==> src/rtl/fetch_queue_unit.sv <==
// Instruction-fetch front end: owns the fetch PC and buffers fetched words in a circular queue.
// Optional FETCH_BYPASS_EN forwards a fetched word straight to the head outputs when the queue is empty.
module fetch_queue_unit #(
  parameter logic [31:0] PC_INIT = 32'h0,
  parameter int unsigned DEPTH   = 4,
  parameter int unsigned CNT_W   = $clog2(DEPTH) + 1
) (
  input  logic             CLK,
  input  logic             nRST,
  output logic             imemREN,
  output logic [31:0]      imemaddr,
  input  logic [31:0]      imemload,
  input  logic             ihit,
  input  logic             redirect,
  input  logic [31:0]      redirect_pc,
  input  logic             deq,
  output logic             valid,
  output logic [31:0]      instr,
  output logic [31:0]      instr_pc,
  output logic [31:0]      instr_pc4,
  output logic [CNT_W-1:0] count,
  output logic             halt_seen
);

  localparam int unsigned      PTR_W    = $clog2(DEPTH);
  localparam logic [5:0]       HALT_OP  = 6'b111111;
  localparam logic [CNT_W-1:0] FULL_CNT = CNT_W'(DEPTH);

  logic [31:0]      fpc;
  logic [31:0]      fpc4;
  logic [PTR_W-1:0] rd_ptr;
  logic [PTR_W-1:0] wr_ptr;
  logic [CNT_W-1:0] cnt;
  logic             halt_q;

  logic [31:0] q_instr [DEPTH];
  logic [31:0] q_pc    [DEPTH];
  logic [31:0] q_pc4   [DEPTH];

  logic full;
  logic empty;
  logic push;
  logic pop;
  logic wr_en;
  logic is_halt;

  assign fpc4     = fpc + 32'd4;
  assign full     = (cnt == FULL_CNT);
  assign empty    = (cnt == '0);
  assign imemREN  = ~full & ~halt_q & ~redirect;
  assign imemaddr = fpc;
  assign push     = imemREN & ihit;
  assign is_halt  = (imemload[31:26] == HALT_OP);
  assign pop      = deq & ~empty;
  assign count    = cnt;
  assign halt_seen = halt_q;

`ifdef FETCH_BYPASS_EN
  logic bypass;

  assign bypass = empty & push;
  // A forwarded word that decode takes in the same cycle never occupies a slot.
  assign wr_en  = push & ~(bypass & deq);

  always_comb begin
    valid     = ~empty | bypass;
    instr     = q_instr[rd_ptr];
    instr_pc  = q_pc[rd_ptr];
    instr_pc4 = q_pc4[rd_ptr];
    if (bypass) begin
      instr     = imemload;
      instr_pc  = fpc;
      instr_pc4 = fpc4;
    end
  end
`else
  assign wr_en = push;

  always_comb begin
    valid     = ~empty;
    instr     = q_instr[rd_ptr];
    instr_pc  = q_pc[rd_ptr];
    instr_pc4 = q_pc4[rd_ptr];
  end
`endif

  always_ff @(posedge CLK or negedge nRST) begin
    if (!nRST) begin
      fpc    <= PC_INIT;
      rd_ptr <= '0;
      wr_ptr <= '0;
      cnt    <= '0;
      halt_q <= 1'b0;
      for (int unsigned i = 0; i < DEPTH; i++) begin
        q_instr[i] <= '0;
        q_pc[i]    <= '0;
        q_pc4[i]   <= '0;
      end
    end else if (redirect) begin
      // Redirect wins over any fetch return or decode consume this cycle.
      fpc    <= redirect_pc;
      rd_ptr <= '0;
      wr_ptr <= '0;
      cnt    <= '0;
      halt_q <= 1'b0;
    end else begin
      if (wr_en) begin
        q_instr[wr_ptr] <= imemload;
        q_pc[wr_ptr]    <= fpc;
        q_pc4[wr_ptr]   <= fpc4;
        wr_ptr          <= wr_ptr + PTR_W'(1);
      end
      if (push) begin
        fpc <= fpc4;
        if (is_halt) halt_q <= 1'b1;
      end
      if (pop) rd_ptr <= rd_ptr + PTR_W'(1);
      case ({wr_en, pop})
        2'b10:   cnt <= cnt + CNT_W'(1);
        2'b01:   cnt <= cnt - CNT_W'(1);
        default: cnt <= cnt;
      endcase
    end
  end

endmodule

==> config.mk <==
export PLATFORM = sky130hd
export DESIGN_NAME = fetch_queue_unit
export DESIGN_NICKNAME = d
export VERILOG_FILES = /design/src/rtl/fetch_queue_unit.sv
export SDC_FILE = /design/constraint.sdc
export NUM_CORES = 1
export LEC_CHECK = 0
export CAP_MARGIN = 15
export CELL_PAD_IN_SITES_DETAIL_PLACEMENT = 1
export CELL_PAD_IN_SITES_GLOBAL_PLACEMENT = 1
export CORE_ASPECT_RATIO = 0.75
export CORE_MARGIN = 2
export CORE_UTILIZATION = 37
export CTS_CLUSTER_DIAMETER = 50
export DETAILED_ROUTE_END_ITERATION = 8
export PLACE_DENSITY_LB_ADDON = 0.1
export SYNTH_ARGS = -nofsm -noshare
export SYNTH_HDL_FRONTEND = slang
export SYNTH_SLANG_ARGS = --single-unit
==> constraint.sdc <==
create_clock -name CLK -period 2.05 [get_ports CLK]
set_input_delay 0.205 -clock CLK [delete_from_list [all_inputs] [get_ports CLK]]
set_output_delay 0.205 -clock CLK [all_outputs]
set_load 0.01 [all_outputs]
======== Word-level counts from Yosys, hierarchy flattened ========
Index checks and enable logic that the tools add are counted.
word-level totals
  register bits ........................... 424
  bits in latches ......................... 0
  RAM bits ................................ 0
  bits in read-only memories .............. 0
  input bits .............................. 69
  output and inout bits ................... 134
  memories ................................ 0
cells by class
  add/subtract/negate cells ............... 5
  $mul .................................... 0
  div/mod/pow operators ................... 0
  $lt $le $gt $ge ......................... 3
  equality and inequality tests ........... 4
  shift-type cells ........................ 0
  mux-type cells .......................... 25
  bitwise operators ....................... 10
  reductions and logical operators ........ 8
operators by type and width
  cell                   number
  $bwmux 128             3
  $mux 32                9
  $bmux 32 s2            3
  $demux 32 s2           1
  $add 32x3->32 const B  1
  $mux 2                 4
  $eq 6x6->1 const B     1
  $ge 3x3->1 const B     2
  $not 2->3              2
  $pmux 3 s2             1
  $reduce_bool 2->1      3
  $add 2x1->2 const B    2
  $and 1x1->1            4
  $not 1->1              4
  $reduce_and 2->1       2
  $add 3x1->3 const B    1
  $eq 3x3->1 const B     1
  $logic_not 3->1        1
  $lt 3x1->1 const B     1
  $mux 1                 3
  $mux 3                 1
  $reduce_bool 3->1      1
  $sub 3x1->3 const B    1
  $eq 2x1->1 const B     1
  2 further kinds        2

======== Longest topological paths before layout ========
Gate-level depths: netlist of run 1.
  depth in word-level cells ............... 8
  gate-level depth with buffers ........... 10

======== Worst setup path after synthesis of run 1 ========
OpenSTA, ideal clock, no wires.
  kind .................................... register -> register
  start point ............................. reg cnt[1] (netlist: count[1])
  end point ............................... reg cnt[1] (netlist: count[1])
  setup time .............................. 132 ps
  arrival ................................. 2032 ps
  slack ................................... -114 ps
  cell stages (with the launch flop) ...... 9
  path through ............................ dfrtp_1 or3b_1 and3_1 buf_2 buf_4 nor2_1 fa_1 mux2i_1 nor2_1
on the way
  word-level cells in the longest chain between the ends .. 8
RTL lines
  what                                             line  text
  from (decl)                                      33    logic [CNT_W-1:0] cnt;
  from (signal assigned)                           119   2'b10: cnt <= cnt + CNT_W'(1);
  from (signal assigned)                           120   2'b01: cnt <= cnt - CNT_W'(1);
  from (signal assigned)                           121   default: cnt <= cnt;
  $eq 3x3->1                                       48    assign full = (cnt == FULL_CNT);
  $not 1->1                                        50    assign imemREN = ~full & ~halt_q & ~redirect;
  $and 1x1->1 (2 in a row)                         50
  $and 1x1->1                                      52    assign push = imemREN & ihit;
  $eq 2x1->1 / $eq 2x2->1 (equally long branches)  118   case ({wr_en, pop})
  $pmux 3 s2                                       118
  $mux 3                                           99    end else if (redirect) begin
Parallel ways exist; a longest one is shown, timed or not.
A chain may end at the register's enable or synchronous reset.

======== Final worst setup path of run 1 ========
  start point ............................. reg rd_ptr[0]
  end point ............................... out instr_pc[1]
on the way
  word-level cells in the longest chain between the ends .. 4
RTL lines
  what                                        line  text
  from (decl)                                 31    logic [PTR_W-1:0] rd_ptr;
  from (signal assigned)                      117   if (pop) rd_ptr <= rd_ptr + PTR_W'(1);
  $not 2->3 (implied by the code)             82    instr_pc = q_pc[rd_ptr];
  $bmux 32 s2                                 82
  $mux 32 (implied by the code) (2 in a row)  82
  to (decl)                                   19    output logic [31:0] instr_pc,
Every way passes these cells. The select of a mux whose other input is x is not followed.

==> flow_summary.ini, run 1 <==
[yosys]
postSynthCellCount = 1354
synth_cell_types = 55
synth_area_um2 = 19000
yosysWarnings = 0
ys_seq_area_frac = 0.549
ys.flop_type = dfrtp_1
avgSynthCellArea_um2 = 14.0
synth-seq-cells = 416
async_reset_ff_frac = 1.00
synth_top_cell_area_share = 0.549
synth_nets = 1429
yosysTopAreaCell = dfrtp_1
synth.area.top_cells = dfrtp_1, mux2_2, mux4_2
synth_edf_count = 0

[clock_tree]
cts_buffers = 47
clock_latency_ns = 0.58
cts_sinks = 416
cts_tree = yes
htree_levels = 2
cts-root-buf = clkbuf_16
cts.path.max_buffers = 3
cts.clk_slew.worst_paths_ns = 0.06

[floorplanning]
core_um2 = 50400
die_h_um = 200
num_rows = 71
ioPinCount = 203
dieArea_um2 = 53100
initial_core_util = 0.376
die_x_um = 265

[timing]
finClkSkew_ns = 0.0129
min_period_ns = 2.36
fin_ws_ns = -0.306
maxSlewHeadroom = 0.580
finalHoldViolCount = 0
rsz0062_at_grt = true
setup_violations = 123
timing.hold.ws_ns = 0.187
timing.setup.tns_ns = -21.20
slew_viol_final = 0
clock.fmax_mhz = 425
worst_pin_slew_ns = 0.630
period_share = 1.15

[critical_path]
worstPathArrival_ns = 2.15
crit_type = reg -> out
cp_common_cell = buf_6
cp.depth = 5
cp.required_ns = 1.85
reg2reg_depth = 6
end_kind = output port
crit_path_top_delay_cell = mux4_2
path_buf_inv = 4
setup.worst_path.start_class = flop
cp_max_fo = 6
critPathTopFamily = multiplexers
path_cells = buf_12, buf_16, mux4_2, buf_6, buf_6
critPathMaxStageDelay_ns = 0.56

[global_route]
grt_pass1_vias = 13600
antenna_found_initial = 4
grt_max_degree = 57
grt_pass1_wl_um = 86400
grtUsageTotal = 0.216
grt_overflow_total = 0

[detailed_routing]
firstDrtPassIters = 4
drt_wl_total_um = 58400
vias = 12600
first_iter_violations = 602
wl_per_cell_um = 24.9
drc = 0
viasPerCell = 5.35
ant_nets = 0

[run]
drv_cap = 0

[power]
total_leakage_power_uw = 0.0112
ir_drop_v = 0.000654
power_density_nw_per_um2 = 1490
power.total_uw = 37400

[placed_design]
port_buffers = 202
gp_congestion = 0.779
pre_cts_ws_ns = -0.117
place_inst = 2218
hpwl_um = 37800

[cells_and_area]
instances_no_fill = 2349
area_delta_synth_final_pct = 32.6
final_common_cell = dfrtp_1
layout_common_cells = dfrtp_1, mux2_2, nand2_1
nets = 1731
layout-drive-gt1-share = 0.428

[hold_path]
worstHoldPathType = in -> async

[status]
status = finished, violations left
violations = setup timing
logic make-up (layout without fill, tap and decap cells):
group / count (synthesis) / after routing / share of synthesized area
compound gates: 150 / 150 / 0.0458
xor+xnor: 36 / 36 / 0.0178
fa+ha+maj: 6 / 6 / 0.00436
buf+inv: 127 / 461 / 0.0446
flops: 416 / 416 / 0.549
mux: 369 / 369 / 0.275
other cells: 0 / 1 / 0
simple gates: 250 / 253 / 0.0631
area by class of cell:
class	instances	area, µm²
Timing Repair Buffer	372	4330
Clock buffer	70	1390
Tap cell	657	822
Clock inverter	14	139
Multi-Input combinational cell	814	8010
Inverter	5	18.8
Antenna cell	1	2.50
Sequential cell	416	10400
Fill cell	4952	25200
metal layers:
layer  global-route usage  share of wire  vias to the layer above
met5                    0        0.00055                        -
met4               0.0546          0.018                        4
met3               0.0432          0.045                       65
met2                0.325           0.45                      219
met1                0.321           0.49                     6742
li1                     -              -                     5532
power breakdown:
part / internal (µW) / total [µW] / switching (µW)
clock network: 4920 / 8410 / 3490
registers: 11700 / 13600 / 1940
logic: 9110 / 15400 / 6270
total: 25700 / 37400 / 11700
what timing repair did:
| action | 4_1_cts | 5_1_grt |
|---|---|---|
| buffers inserted | 15 | 15 |
| endpoints found under the hold margin | 68 | 0 |
| hold buffers | 1 | 0 |
| setup endpoints to repair | 162 | 215 |
| pin swaps | 5 | 8 |
| cloned | 10 | 12 |
| resized for setup | 508 | 105 |
cells in the mapped netlist, drive strengths merged (2+ instances only):
| cell type | count |
|---|---|
| a221o | 3 |
| a22oi | 3 |
| and2 | 5 |
| and3 | 9 |
| and4 | 2 |
| buf | 79 |
| clkbuf | 43 |
| dfrtp | 416 |
| ha | 5 |
| inv | 5 |
| mux2 | 274 |
| mux4 | 94 |
| nand2 | 154 |
| nand3 | 26 |
| nand4 | 11 |
| nor2 | 20 |
| nor3 | 5 |
| nor3b | 2 |
| nor4 | 4 |
| o211ai | 10 |
| o21ai | 113 |
| o221ai | 6 |
| o311ai | 10 |
| or3 | 6 |
| or4 | 2 |
| xnor2 | 18 |
| xor2 | 18 |
state kept, by name (all words and copies together) (netlist names):
name       count
q_pc4        122
count          3
q_instr      128
wr_ptr         2
halt_seen      1
imemaddr      32
q_pc         126
rd_ptr         2
path summary, 6_finish.rpt:
kind | start | end | slack (ns)
max | rd_ptr[0]$_DFFE_PN0P_ | instr_pc[1] | -0.31
min | nRST | q_instr[65]$_DFFE_PN0P_ | 0.19
max reg2reg | count[1]$_DFFE_PN0P_ | q_pc[43]$_DFFE_PN0P_ | -0.03
min reg2reg | q_pc4[11]$_DFFE_PN0P_ | q_pc4[11]$_DFFE_PN0P_ | 0.48
max in group asynchronous | nRST | q_pc4[105]$_DFFE_PN0P_ | 1.07
min in group CLK | redirect_pc[7] | imemaddr[7]$_DFFE_PN0P_ | 0.21
through the flow:
stage / area [µm²] / utilization
global route: 25100 / 0.499
CTS: 24500 / 0.486
detailed placement: 22500 / 0.446
global placement: 22500 / 0.446
finish: 25100 / 0.499
floorplan: 19000 / -
No activity file was read; power rests on OpenSTA's default activity.
==> run 2, diff against run 1 <==
- HOLD_SLACK_MARGIN: not set -> 0.03
- clock period: 2.05 -> 2.4 ns (I/O delays scaled with it)
==> run 2 against run 1 <==
- the flow still finishes with violations (setup timing)
- sequential share of layout area grew 2.3 points
- global-route usage shrank 0.69 points
- combinational power shrank 24%
- critical endpoint is now instr_pc4[21]
==> flow_summary.ini, run 2 (synthesis gave the netlist of run 1 again) <==
[power]
ir_drop_v = 0.000569
p_int_uw = 21000
power.total_uw = 30700
total_leakage_power_uw = 0.0105
switching_power_uw = 9620
swShare = 0.314
power_density_nw_per_um2 = 1290
p_seq_frac = 0.377
combPwrFrac = 0.380
power_frac_clock = 0.243

[timing]
finalHoldViolCount = 0
rsz0062_at_grt = true
worst_pin_slew_ns = 0.647
period_share = 1.01
min_period_ns = 2.43
maxSlewHeadroom = 0.569
slew_viol_final = 0
finClkSkew_ns = 0.0278
fin_ws_ns = -0.0294
clock.fmax_mhz = 412
setup_violations = 4

[clock_tree]
clock_latency_ns = 0.59
cts.path.max_buffers = 3
cts_tree = yes
cts-root-buf = clkbuf_16
cts.clk_slew.worst_paths_ns = 0.06
htree_levels = 2
cts_sinks = 416
cts_buffers = 47

[detailed_routing]
drc = 0
viasPerCell = 5.28
first_iter_violations = 546
drt_wl_total_um = 54200
wl_per_cell_um = 23.7
firstDrtPassIters = 5
ant_nets = 0
vias = 12100

[global_route]
grt_pass1_vias = 13300
antenna_found_initial = 1
grt_pass1_wl_um = 84300
grtUsageTotal = 0.209
grt_max_degree = 66
grt_overflow_total = 0

[critical_path]
setup.worst_path.start_class = flop
cp.required_ns = 2.16
end_kind = output port
crit_type = reg -> out
worstPathArrival_ns = 2.19
cp_max_fo = 7

[hold_path]
worstHoldPathType = in -> async

[cells_and_area]
nets = 1668
final_common_cell = dfrtp_1
instances_no_fill = 2288
top_register = q_instr
largest_register_ffs = 128
layout-drive-gt1-share = 0.392
area_delta_synth_final_pct = 25.4
reg.largest.list = q_instr x128, q_pc x126, q_pc4 x122
layout_common_cells = dfrtp_1, mux2_2, nand2_1
final_cell_area_um2 = 23800

[placed_design]
gp_congestion = 0.756
hpwl_um = 35500
port_buffers = 202
placed_area_um2 = 21900
place_inst = 2174

[floorplanning]
ioPinCount = 203
initial_core_util = 0.376
die_h_um = 200
die_x_um = 265
core_um2 = 50400
num_rows = 71
dieArea_um2 = 53100

[run]
drv_cap = 0

[status]
status = finished, violations left
violations = setup timing
-- run 2: changes by cell type in the layout (fill, tap and decap cells not counted), moves of 5 or more --
cell	previous run	this run
o21ai_0	99	105
clkbuf_16	59	50
buf_4	86	63
clkbuf_1	13	7
buf_12	34	27
buf_2	11	56
mux2_4	30	0
mux2_2	216	242
buf_6	111	46
o21ai_1	14	8
buf_16	13	8
-- run 2: worst paths after layout --
path / startpoint / cells after the start / slack (ns) / end
setup / recovery: rd_ptr[0]$_DFFE_PN0P_ / 5 / -0.03 / instr_pc4[21]
hold / removal: nRST / 2 / 0.20 / q_instr[102]$_DFFE_PN0P_
max in group asynchronous: nRST / 3 / 1.29 / q_instr[54]$_DFFE_PN0P_
hold reg to reg: q_pc4[23]$_DFFE_PN0P_ / 2 / 0.48 / q_pc4[23]$_DFFE_PN0P_
min in group CLK: redirect_pc[4] / 3 / 0.24 / imemaddr[4]$_DFFE_PN0P_
setup reg to reg: count[0]$_DFFE_PN0P_ / 6 / 0.18 / q_pc[115]$_DFFE_PN0P_
-- run 2: final cells by class --
type                    count  area, µm²
fillers                  5033      26600
inverters                   5       18.8
repair buffers            312       3190
multi-input cells         811       7720
diodes                      1       2.50
clock buffers              64       1350
flip-flops and latches    416      10400
clock inverters            22        250
well taps                 657        822
-- run 2: worst max-delay path, stage by stage (launching register included) --
cell	delay, ns
dfrtp_4	0.46
buf_6	0.11
buf_12	0.14
buf_16	0.15
mux4_2	0.57
buf_6	0.15
-- run 2: per-layer routing --
layer | track usage | vias to the layer above | routed length, µm
met5 | 0 | - | 0
met4 | 0.0454 | 0 | 857
met3 | 0.0437 | 59 | 2540
met2 | 0.328 | 197 | 25000
met1 | 0.302 | 6423 | 25800
li1 | - | 5396 | -
-- run 2: what timing repair did --
| item | in CTS | in global routing |
|---|---|---|
| hold buffers | 1 | 0 |
| buffers inserted | 18 | 2 |
| resized for setup | 414 | 46 |
| setup endpoints to repair | 96 | 48 |
| cloned | 6 | 2 |
| endpoints found under the hold margin | 54 | 0 |
-- run 2: power groups by stage --
stage               combinational (µW)  clock [µW]  sequential [µW]
CTS                              11500        7650            11500
global placement                 11300           0            11500
detailed placement               11500           0            11600
global route                     12700        7940            11900
floorplan                         6660           0            11100
finish                           11700        7450            11500
-- run 2: stage by stage --
| stage | setup TNS [ns] | hold WS, ns | worst slack (ns) | utilization |
|---|---|---|---|---|
| floorplan | 0 | -0.0556 | 0.236 | - |
| global placement | 0 | 0.256 | 0.203 | 0.435 |
| detailed placement | 0 | 0.262 | 0.186 | 0.435 |
| CTS | -0.479 | 0.210 | -0.137 | 0.469 |
| global route | -1.29 | 0.246 | -0.0819 | 0.472 |
| finish | -0.0508 | 0.203 | -0.0294 | 0.472 |
